**src/rtl/down_counter_bout.sv**
```systemverilog
// -----------------------------------------------------------------------------
// down_counter_bout
//   Loadable WIDTH-bit down-counter with a combinational borrow-out. Stages
//   cascade by feeding one stage's BOUT into the next stage's BIN while all
//   stages share EN, so that together they form a wider down-counter.
//
//   MODE selects what happens when a decrement is taken at zero:
//     0 : wrap to all ones
//     1 : reload from the value captured by the last LOAD (or INIT)
//     2 : one-shot; hold at zero, raise DONE and ignore EN/BIN until LOAD
//
// Parameters
//   WIDTH    counter width in bits (>= 1)
//   INIT     reset value of the count and of the reload register (truncated)
//   MODE     terminal-count behaviour, see above
//
// Ports
//   CLK       in   clock, all state on the rising edge
//   RESET     in   synchronous reset, active-high
//   LOAD      in   load LOAD_VAL into the count and the reload register
//   LOAD_VAL  in   value captured when LOAD=1
//   EN        in   count enable
//   BIN       in   borrow-in (tie 1 when standalone)
//   O         out  current count (registered)
//   BOUT      out  borrow-out, 1 when a decrement is taken while O==0
//   DONE      out  registered, 1 while a one-shot counter is stopped
// -----------------------------------------------------------------------------
module down_counter_bout #(
  parameter int          WIDTH = 4,
  parameter int unsigned INIT  = 0,
  parameter int          MODE  = 0
) (
  input  logic             CLK,
  input  logic             RESET,
  input  logic             LOAD,
  input  logic [WIDTH-1:0] LOAD_VAL,
  input  logic             EN,
  input  logic             BIN,
  output logic [WIDTH-1:0] O,
  output logic             BOUT,
  output logic             DONE
);

  localparam logic [WIDTH-1:0] INIT_V = WIDTH'(INIT);

  typedef enum logic {
    ST_RUN  = 1'b0,
    ST_STOP = 1'b1
  } state_t;

  state_t           state_p0;
  state_t           state_nxt;
  logic [WIDTH-1:0] count_p0;
  logic [WIDTH-1:0] count_nxt;
  logic [WIDTH-1:0] reload_p0;
  logic [WIDTH-1:0] reload_nxt;
  logic             done_p0;
  logic             done_nxt;
  logic             dec;
  logic             at_zero;

  // Value taken by a decrement at zero. In one-shot mode the count simply
  // stays at zero; the stop itself is handled by the state machine.
  function automatic logic [WIDTH-1:0] zero_next(input logic [WIDTH-1:0] rl);
    logic [WIDTH-1:0] v;
    case (MODE)
      0:       v = '1;
      1:       v = rl;
      default: v = '0;
    endcase
    return v;
  endfunction

  // Decrement qualification and borrow-out. RESET and LOAD both suppress the
  // decrement, which also keeps BOUT low in those cycles.
  always_comb begin
    dec        = EN & BIN & ~LOAD & ~RESET & (state_p0 == ST_RUN);
    at_zero    = (count_p0 == '0);
    BOUT       = dec & at_zero;

    state_nxt  = state_p0;
    count_nxt  = count_p0;
    reload_nxt = reload_p0;
    done_nxt   = done_p0;

    if (LOAD) begin
      count_nxt  = LOAD_VAL;
      reload_nxt = LOAD_VAL;
      done_nxt   = 1'b0;
      state_nxt  = ST_RUN;
    end else if (dec) begin
      if (!at_zero) begin
        count_nxt = count_p0 - WIDTH'(1);
      end else begin
        count_nxt = zero_next(reload_p0);
        if (MODE == 2) begin
          done_nxt  = 1'b1;
          state_nxt = ST_STOP;
        end
      end
    end
  end

  // ---- stage p0: architectural state ----
  always_ff @(posedge CLK) begin
    if (RESET) begin
      state_p0  <= ST_RUN;
      count_p0  <= INIT_V;
      reload_p0 <= INIT_V;
      done_p0   <= 1'b0;
    end else begin
      state_p0  <= state_nxt;
      count_p0  <= count_nxt;
      reload_p0 <= reload_nxt;
      done_p0   <= done_nxt;
    end
  end

  assign O    = count_p0;
  assign DONE = done_p0;

endmodule

```
**config.mk**
```make
export PLATFORM = sky130hd
export DESIGN_NAME = down_counter_bout
export DESIGN_NICKNAME = d
export VERILOG_FILES = /design/src/rtl/down_counter_bout.sv
export SDC_FILE = /design/constraint.sdc
export NUM_CORES = 1
export LEC_CHECK = 0
export ABC_AREA = 0
export BUFFER_PORTS_ARGS = -buffer_cell sky130_fd_sc_hd__buf_2
export CAP_MARGIN = 20
export CORE_AREA = 4 4 41 43
export CTS_CLUSTER_SIZE = 16
export DETAILED_ROUTE_END_ITERATION = 6
export DIE_AREA = 0 0 45 47
export REMOVE_ABC_BUFFERS = 1
export SYNTH_ARGS = -nofsm -noshare
export SYNTH_HDL_FRONTEND = slang
export SYNTH_SLANG_ARGS = --single-unit
```
**constraint.sdc**
```tcl
create_clock -name CLK -period 2 [get_ports CLK]
set_input_delay 0.1 -clock CLK [delete_from_list [all_inputs] [get_ports CLK]]
set_output_delay 0.1 -clock CLK [all_outputs]
set_load 0.1 [all_outputs]
```
==> reports/metrics.cfg, run 1 <==
[setup_path]
start_kind=flop
worst-path-buf-inv=2
cp.depth=4
crit_chain=inv_1, ha_1, and4b_2, buf_2
cp.required_ns=1.90
slowest_delay_ns=0.42
crit_fanout=4
cp.arrival_ns=1.48
path_class=flop to primary output
ff2ff_path_depth=5
cpMaxStageDelayCell=buf_2
endpoint_kind=primary output
crit_family=buffers and inverters

[clocking]
numCtsBuffers=3
clkTransAtPathRegs_ns=0.04
clk_latency_ns=0.24
cts_tree=done
cts-hold-fix-buffers=0
cts-resized-gates=0
post_cts_buffers=0
clock_path_buffers=2
htreeDepth=1
clockRootBuffer=clkbuf_4
cts_sinks=4

[synth]
synthFlopType=dfxtp_1
ys_warn_count=0
synth_area_leaders=dfxtp_1 29%, inv_1 6.8%, xnor2_1 6.4%
synth_edf_count=0
synth_top_area_share=0.292
yosys.area.top_type=dfxtp_1
yosysUniqueCellTypes=21
synth_area_um2=274
syn_area_per_cell_um2=8.30
postSynthCellCount=33
synth_seq_cells=4
async_reset_ff_frac=0
ys_seq_area_frac=0.292

[floorplan]
die_w_um=45
die_y_um=47
initial_core_util=0.211
num_rows=13
dieArea_um2=2120
ios=15
coreArea_um2=1300

[drt]
dr.first_iter.drc_count=2
drt-wirelength-per-cell_um=11.1
drc=0
via_per_inst=4.35
drt_pass1_iterations=4
dr_total_vias=270
wl_um=687
postRouteAntennaNets=0

[hold_path]
hold_path_class=primary input to flop
hold_depth=3

[placed_design]
gp_congestion=0.816
placed_area_um2=347
dp_hpwl_um=539
port_buffers=13

[cells_and_area]
largest_reg_flops=4
layout.nets=59
drive_gt1_frac=0.383
final_cell_area_um2=369
fillCellCount=151
syn2layout_area_growth_pct=34.7
n_antenna_cell=0
layout_common_cells=13 x buf_2, 5 x inv_1, 4 x dfxtp_1
final_common_cell=buf_2

[power_and_ir_drop]
p_per_area_nw_per_um2=813
ir_drop_uv=284
leakage_nw=0.185

[timing]
finalHoldViolCount=0
fmax_mhz=634
rsz0062_at_grt=no
setup_violations=0
fin_setup_tns_ns=0
timing.final.crit_share=0.788
slew_violations=0
fin_skew_ns=0.00716
finalCriticalPeriod_ns=1.58

[flow_run]
max-cap-violations=0

[global_routing]
grtUsageTotal=0.0791
grt_overflow=0
grt_pass1_vias=286
grt_pass1_wl_mm=1.15
antenna_found_initial=0
grt_max_degree=10

[run_status]
status=complete, no violations

where the power goes:
group / total (mW) / switching [mW] / internal, mW / leakage (nW)
combinational: 0.105 / 0.0786 / 0.0261 / 0.138
clock: 0.103 / 0.0355 / 0.0673 / 0.0138
sequential: 0.0925 / 0.00612 / 0.0864 / 0.0332
total: 0.300 / 0.120 / 0.180 / 0.185
area by class of cell:
class / instances / area [um2] / area share
repair buffers: 13 / 65.1 / 0.176
flip-flops and latches: 4 / 80.1 / 0.217
well taps: 15 / 18.8 / 0.0508
multi-input cells: 22 / 164 / 0.444
clock buffers: 3 / 22.5 / 0.0610
inverters: 5 / 18.8 / 0.0508
metal layers:
layer | GRT usage | vias up | routed length (um)
li1 | - | 144 | -
met1 | 0.103 | 114 | 334
met2 | 0.105 | 12 | 284
met3 | 0.0575 | 0 | 67
met4 | 0.0175 | 0 | 0
met5 | 0 | - | 0
metrics by stage:
stage	power, mW	worst slack [ns]	util	instances	hold WS [ns]
2_1_floorplan	0.174	-0.0126	-	31	0.169
3_3_place_gp	0.198	0.704	0.266	59	0.340
3_5_place_dp	0.199	0.669	0.266	59	0.345
4_1_cts	0.306	0.404	0.284	62	0.0933
5_1_grt	0.322	0.321	0.284	62	0.0978
6_report	0.300	0.423	0.284	62	0.0973
synth_stat cells, drive strengths merged, types with 2 or more instances:
| master | count |
|---|---|
| dfxtp | 4 |
| buf | 2 |
| nor2 | 2 |
| xnor2 | 2 |
| inv | 5 |
| a21oi | 3 |
| o21a | 2 |
worst paths after layout:
check,startpoint,to,slack (ns)
setup / recovery,O[0]$_SDFFE_PP0P_,BOUT,0.42
hold / removal,LOAD_VAL[3],O[3]$_SDFFE_PP0P_,0.1
setup reg to reg,O[0]$_SDFFE_PP0P_,O[3]$_SDFFE_PP0P_,0.71
hold reg to reg,O[2]$_SDFFE_PP0P_,O[2]$_SDFFE_PP0P_,0.63
cells by family (layout without fill, tap and decap cells):
family	after synthesis	after routing	share of synthesized area
adder cells (fa/ha/maj)	1	1	0.0457
AO/OA/AOI/OAI	10	10	0.269
AND/OR/NAND/NOR	8	8	0.206
XOR/XNOR	2	2	0.0639
other	1	1	0.0137
flip-flops	4	4	0.292
buffers and inverters	7	21	0.110
worst min-delay path, stage by stage:
cell      delay [ns]
buf_2           0.07
nand3b_1        0.08
o41ai_2         0.05
No activity file was read; power rests on OpenSTA's default activity.
==> inputs of run 2 (changes only) <==
Clock period 2 ns to 1.59 ns, I/O delays scaled along.
==> reports/metrics.cfg, run 2 (same netlist as run 1, synthesis figures left out) <==
[timing]
slew_violations=0  ; unchanged
timing.final.crit_share=0.888
fin_ws_ns=0.177  ; -0.246 ns
finalHoldViolCount=0  ; unchanged
fin_setup_tns_ns=0  ; unchanged
setup_violations=0  ; unchanged
fmax_mhz=708
finalCriticalPeriod_ns=1.41
rsz0062_at_grt=no
fin_skew_ns=0.000235  ; -0.00692 ns

[clocking]
clk_latency_ns=0.23  ; about the same
cts_sinks=4  ; unchanged
clockRootBuffer=clkbuf_4
numCtsBuffers=3  ; unchanged
clkTransAtPathRegs_ns=0.04  ; about the same
cts_tree=done
clock_path_buffers=2  ; unchanged
post_cts_buffers=0  ; unchanged
htreeDepth=1  ; unchanged
cts-hold-fix-buffers=0  ; unchanged
cts-resized-gates=0  ; unchanged

[setup_path]
start_kind=flop
cp.required_ns=1.51  ; -0.39 ns
cp.arrival_ns=1.33  ; -0.15 ns
ff2ff_path_depth=5  ; unchanged
rrSetupSlack_ns=0.30  ; -0.41 ns
crit_fanout=4  ; unchanged
endpoint_kind=primary output
path_class=flop to primary output

[power_and_ir_drop]
ir_drop_uv=240  ; -16%
p_int_uw=228  ; +27%
p_sw_frac=0.387  ; -0.0135
pwr-share-comb=0.359  ; +0.010
p_per_area_nw_per_um2=967  ; +19%
leakage_nw=0.188  ; +1.4%
power_frac_clock=0.328  ; -0.015
p_sw_uw=144  ; +20%
seqPwrFrac=0.313  ; +0.005

[cells_and_area]
drive_gt1_frac=0.383  ; unchanged
fin_cells=62  ; unchanged
layout.nets=59  ; unchanged
final_cell_area_um2=384  ; +4.1%
largest_reg_flops=4  ; unchanged
syn2layout_area_growth_pct=40.2
n_antenna_cell=0  ; unchanged
layout_common_cells=12 x buf_2, 5 x inv_1, 4 x dfxtp_1
postLayoutCoreUtil=0.295  ; +0.0115
final_common_cell=buf_2

[global_routing]
grt_pass1_vias=238  ; -17%
antenna_found_initial=0  ; unchanged
met1_usage=0.0774  ; -0.0251
top_usage_layer=met2
met3_usage=0.0307  ; -0.0268
grt_max_degree=10  ; unchanged
grt_pass1_wl_um=972  ; -16%
gr-usage-met2=0.0904  ; -0.0141
grt_overflow=0  ; unchanged
grtUsageTotal=0.0680  ; -0.0111

[floorplan]
dieArea_um2=2120  ; unchanged
die_y_um=47  ; unchanged
die_w_um=45  ; unchanged
ios=15  ; unchanged
coreArea_um2=1300  ; unchanged
num_rows=13  ; unchanged
initial_core_util=0.211  ; unchanged

[drt]
dr_total_vias=272  ; +0.74%
drt-wirelength-per-cell_um=10.3  ; -7.1%
drc=0  ; unchanged
dr.first_iter.drc_count=1  ; -1
via_per_inst=4.39  ; +0.74%
postRouteAntennaNets=0  ; unchanged
wl_um=638  ; -7.1%
drt_pass1_iterations=3  ; -1

[placed_design]
dp_hpwl_um=527  ; -2.2%
dp_cells=59  ; unchanged
placed_area_um2=362  ; +4.3%
port_buffers=13  ; unchanged
dp_slack_ns=0.288  ; -0.380 ns
gp_congestion=0.672  ; -18%

[flow_run]
max-cap-violations=0  ; unchanged

[run_status]
status=complete, no violations

[hold_path]
hold_depth=3  ; unchanged
hold_path_class=primary input to flop

run 2: final cells by class:
class / instances / area, um2
timing repair buffer: 13 / 80.1
clock buffer: 3 / 22.5
inverter: 5 / 18.8
fill: 159 / 917
sequential: 4 / 80.1
tap: 15 / 18.8
multi-input combinational: 22 / 164
run 2: critical path, cell delays in order, from the launching register on:
cell	delay [ns]
dfxtp_1	0.35
inv_1	0.08
ha_1	0.23
and4b_2	0.27
buf_12	0.17
run 2: path summary, 6_finish.rpt:
path / from / to
setup reg to reg: O[0]$_SDFFE_PP0P_ / O[3]$_SDFFE_PP0P_
hold / removal: LOAD_VAL[3] / O[3]$_SDFFE_PP0P_
setup / recovery: O[0]$_SDFFE_PP0P_ / BOUT
hold reg to reg: O[1]$_SDFFE_PP0P_ / O[1]$_SDFFE_PP0P_
run 2: through the flow:
stage / hold WS, ns / power (mW)
floorplan: 0.149 / 0.219
global placement: 0.320 / 0.250
detailed placement: 0.317 / 0.252
CTS: 0.0754 / 0.380
global route: 0.107 / 0.393
finish: 0.0797 / 0.371
run 2: power by group through the flow:
stage               clock network, mW  registers (mW)  logic (mW)
floorplan                           0           0.172      0.0467
finish                          0.122           0.116       0.133
CTS                             0.129           0.116       0.135
global route                    0.132           0.118       0.143
detailed placement                  0           0.118       0.134
global placement                    0           0.118       0.133
run 2: metal layers:
metal	vias up	share of wire
li1	144	-
met1	116	0.41
met2	10	0.47
met3	2	0.11
met4	0	0.0063
met5	-	0
==> inputs of run 3 (changes only) <==
--- a/config.mk
+++ b/config.mk
@@ -9,9 +9,8 @@
 export BUFFER_PORTS_ARGS = -buffer_cell sky130_fd_sc_hd__buf_2
 export CAP_MARGIN = 20
-export CORE_AREA = 4 4 41 43
+export CORE_AREA = 2 2 39 41
 export CTS_CLUSTER_SIZE = 16
 export DETAILED_ROUTE_END_ITERATION = 6
-export DIE_AREA = 0 0 45 47
-export REMOVE_ABC_BUFFERS = 1
+export DIE_AREA = 0 0 41 43
 export SYNTH_ARGS = -nofsm -noshare
 export SYNTH_HDL_FRONTEND = slang
==> constraint.sdc (replaced) <==
create_clock -name CLK -period 1.59 [get_ports CLK]
set_input_delay 0.0795 -clock CLK [delete_from_list [all_inputs] [get_ports CLK]]
set_output_delay 0.0795 -clock CLK [all_outputs]
set_load 0.05 [all_outputs]
==> reports/metrics.cfg, run 3 (same netlist as run 1, synthesis figures left out) <==
[floorplan]
initial_core_util=0.198  ; -0.0126
num_rows=14  ; +1
die_w_um=41  ; -8.9%
die_y_um=43  ; -8.5%
dieArea_um2=1760  ; -17%
ios=15  ; unchanged
coreArea_um2=1380  ; +6.3%

[drt]
postRouteAntennaNets=0  ; unchanged
wl_met2_um=306  ; +2.0%
drc=0  ; unchanged
wl_um=640  ; +0.31%
via_per_inst=4.38  ; -0.14%
drt-wirelength-per-cell_um=10.2  ; -1.3%
top_layer=met4
dr_total_vias=276  ; +1.5%
route.met3.wl_um=63  ; -10%
dr.first_iter.drc_count=1  ; unchanged
drt-met1-wl_um=266  ; +1.1%
drt_pass1_iterations=4  ; +1

[setup_path]
crit_start=O[1]$_SDFFE_PP0P_
path_class=flop to primary output
cpMaxStageDelayCell=dfxtp_1
r2r-end=O[3]$_SDFFE_PP0P_
cp-endpoint=BOUT
crit_chain=inv_1, ha_1, and4b_2, buf_2
cp.arrival_ns=1.32  ; about the same
cp.required_ns=1.51  ; about the same
ff2ff_path_depth=5  ; unchanged
start_kind=flop
endpoint_kind=primary output
crit_family=flip-flops
crit-reg2reg-launch=O[1]$_SDFFE_PP0P_
rrSetupSlack_ns=0.34  ; +0.04 ns
slowest_delay_ns=0.38  ; +0.03 ns
cp.depth=4  ; unchanged
worst-path-buf-inv=2  ; unchanged
crit_fanout=5  ; +1

[power_and_ir_drop]
p_sw_frac=0.335  ; -0.0525
p_sw_uw=114  ; -21%
p_int_uw=227  ; -0.43%
power_frac_clock=0.379  ; +0.051
seqPwrFrac=0.342  ; +0.029
pwr-share-comb=0.279  ; -0.080
ir_drop_uv=280  ; +17%
p_per_area_nw_per_um2=916  ; -5.2%
leakage_nw=0.185  ; -1.3%

[timing]
timing.final.crit_share=0.882  ; -0.00615
fin_setup_tns_ns=0  ; unchanged
rsz0062_at_grt=no
slew_violations=0  ; unchanged
fmax_mhz=713  ; +0.70%
fin_skew_ns=0.00179  ; +0.00155 ns
finalHoldViolCount=0  ; unchanged
fin_ws_ns=0.187  ; +0.00978 ns
setup_violations=0  ; unchanged
finalCriticalPeriod_ns=1.40  ; -0.00978 ns

[global_routing]
antenna_found_initial=0  ; unchanged
grt_max_degree=10  ; unchanged
grtUsageTotal=0.0905  ; +0.0225
grt_pass1_wl_mm=1.00  ; +2.9%
grt_pass1_vias=263  ; +11%
grt_overflow=0  ; unchanged

[cells_and_area]
syn2layout_area_growth_pct=35.6
n_antenna_cell=0  ; unchanged
fillCellCount=161  ; +1.3%
layout.nets=59  ; unchanged
final_common_cell=buf_2
largest_reg_flops=4  ; unchanged
layout_common_cells=13 x buf_2, 5 x inv_1, 3 x dfxtp_1, 3 x a21oi_1, 3 x clkbuf_4
drive_gt1_frac=0.404  ; +0.0213
final_cell_area_um2=372  ; -3.3%

[flow_run]
max-cap-violations=0  ; unchanged

[clocking]
clkTransAtPathRegs_ns=0.04  ; about the same
cts-hold-fix-buffers=0  ; unchanged
cts_sinks=4  ; unchanged
cts_tree=done
clk_latency_ns=0.24  ; about the same
post_cts_buffers=0  ; unchanged
htreeDepth=1  ; unchanged
clock_path_buffers=2  ; unchanged
clockRootBuffer=clkbuf_4
numCtsBuffers=3  ; unchanged
cts-resized-gates=0  ; unchanged

[placed_design]
placed_area_um2=349  ; -3.5%
gp_congestion=0.737  ; +9.6%
port_buffers=13  ; unchanged
dp_slack_ns=0.336  ; +0.0482 ns

[hold_path]
min_from=LOAD_VAL[3]
hold_path_class=primary input to flop

[synth]
synth_fp_nets=43

[run_status]
status=complete, no violations

==> run 3: metrics by stage <==
stage | power (mW) | utilization | hold WS [ns] | cells
CTS | 0.348 | 0.269 | 0.0712 | 63
detailed placement | 0.214 | 0.252 | 0.320 | 60
global placement | 0.213 | 0.252 | 0.320 | 60
finish | 0.341 | 0.269 | 0.0779 | 63
floorplan | 0.188 | - | 0.149 | 33
global route | 0.359 | 0.269 | 0.0802 | 63
==> run 3: area by class of cell <==
type,instances,area [um2],share of cell area
inverters,5,18.8,0.0505
well taps,16,20.0,0.0539
flip-flops and latches,4,81.3,0.219
clock buffers,3,22.5,0.0606
multi-input cells,22,164,0.441
repair buffers,13,65.1,0.175
==> run 3: worst min path at each step <==
stage | depth (start not counted) | endpoint | slack (ns)
after CTS | 3 | O[3]$_SDFFE_PP0P_ | 0.07
after global placement | 3 | O[3]$_SDFFE_PP0P_ | 0.32
after detailed placement | 3 | O[3]$_SDFFE_PP0P_ | 0.32
after global routing | 3 | O[3]$_SDFFE_PP0P_ | 0.08
after floorplan | 1 | O[1]$_SDFFE_PP0P_ | 0.15
final | 3 | O[3]$_SDFFE_PP0P_ | 0.08
==> run 3: worst min-delay path: stages <==
cell and delay (ns):
buf_2 0.08, nand3b_1 0.08, o41ai_2 0.05
==> run 3: metal layers <==
metal  up-vias  track usage
met5         -            0
met4         0        0.100
met3         2       0.0314
met2        11        0.119
met1       120        0.100
li1        143            -
==> run 3: power groups by stage <==
stage | Clock (mW) | Sequential (mW) | Combinational (mW)
floorplan | 0 | 0.144 | 0.0440
global placement | 0 | 0.118 | 0.0950
detailed placement | 0 | 0.118 | 0.0954
CTS | 0.136 | 0.117 | 0.0957
global route | 0.138 | 0.118 | 0.103
finish | 0.129 | 0.117 | 0.0949
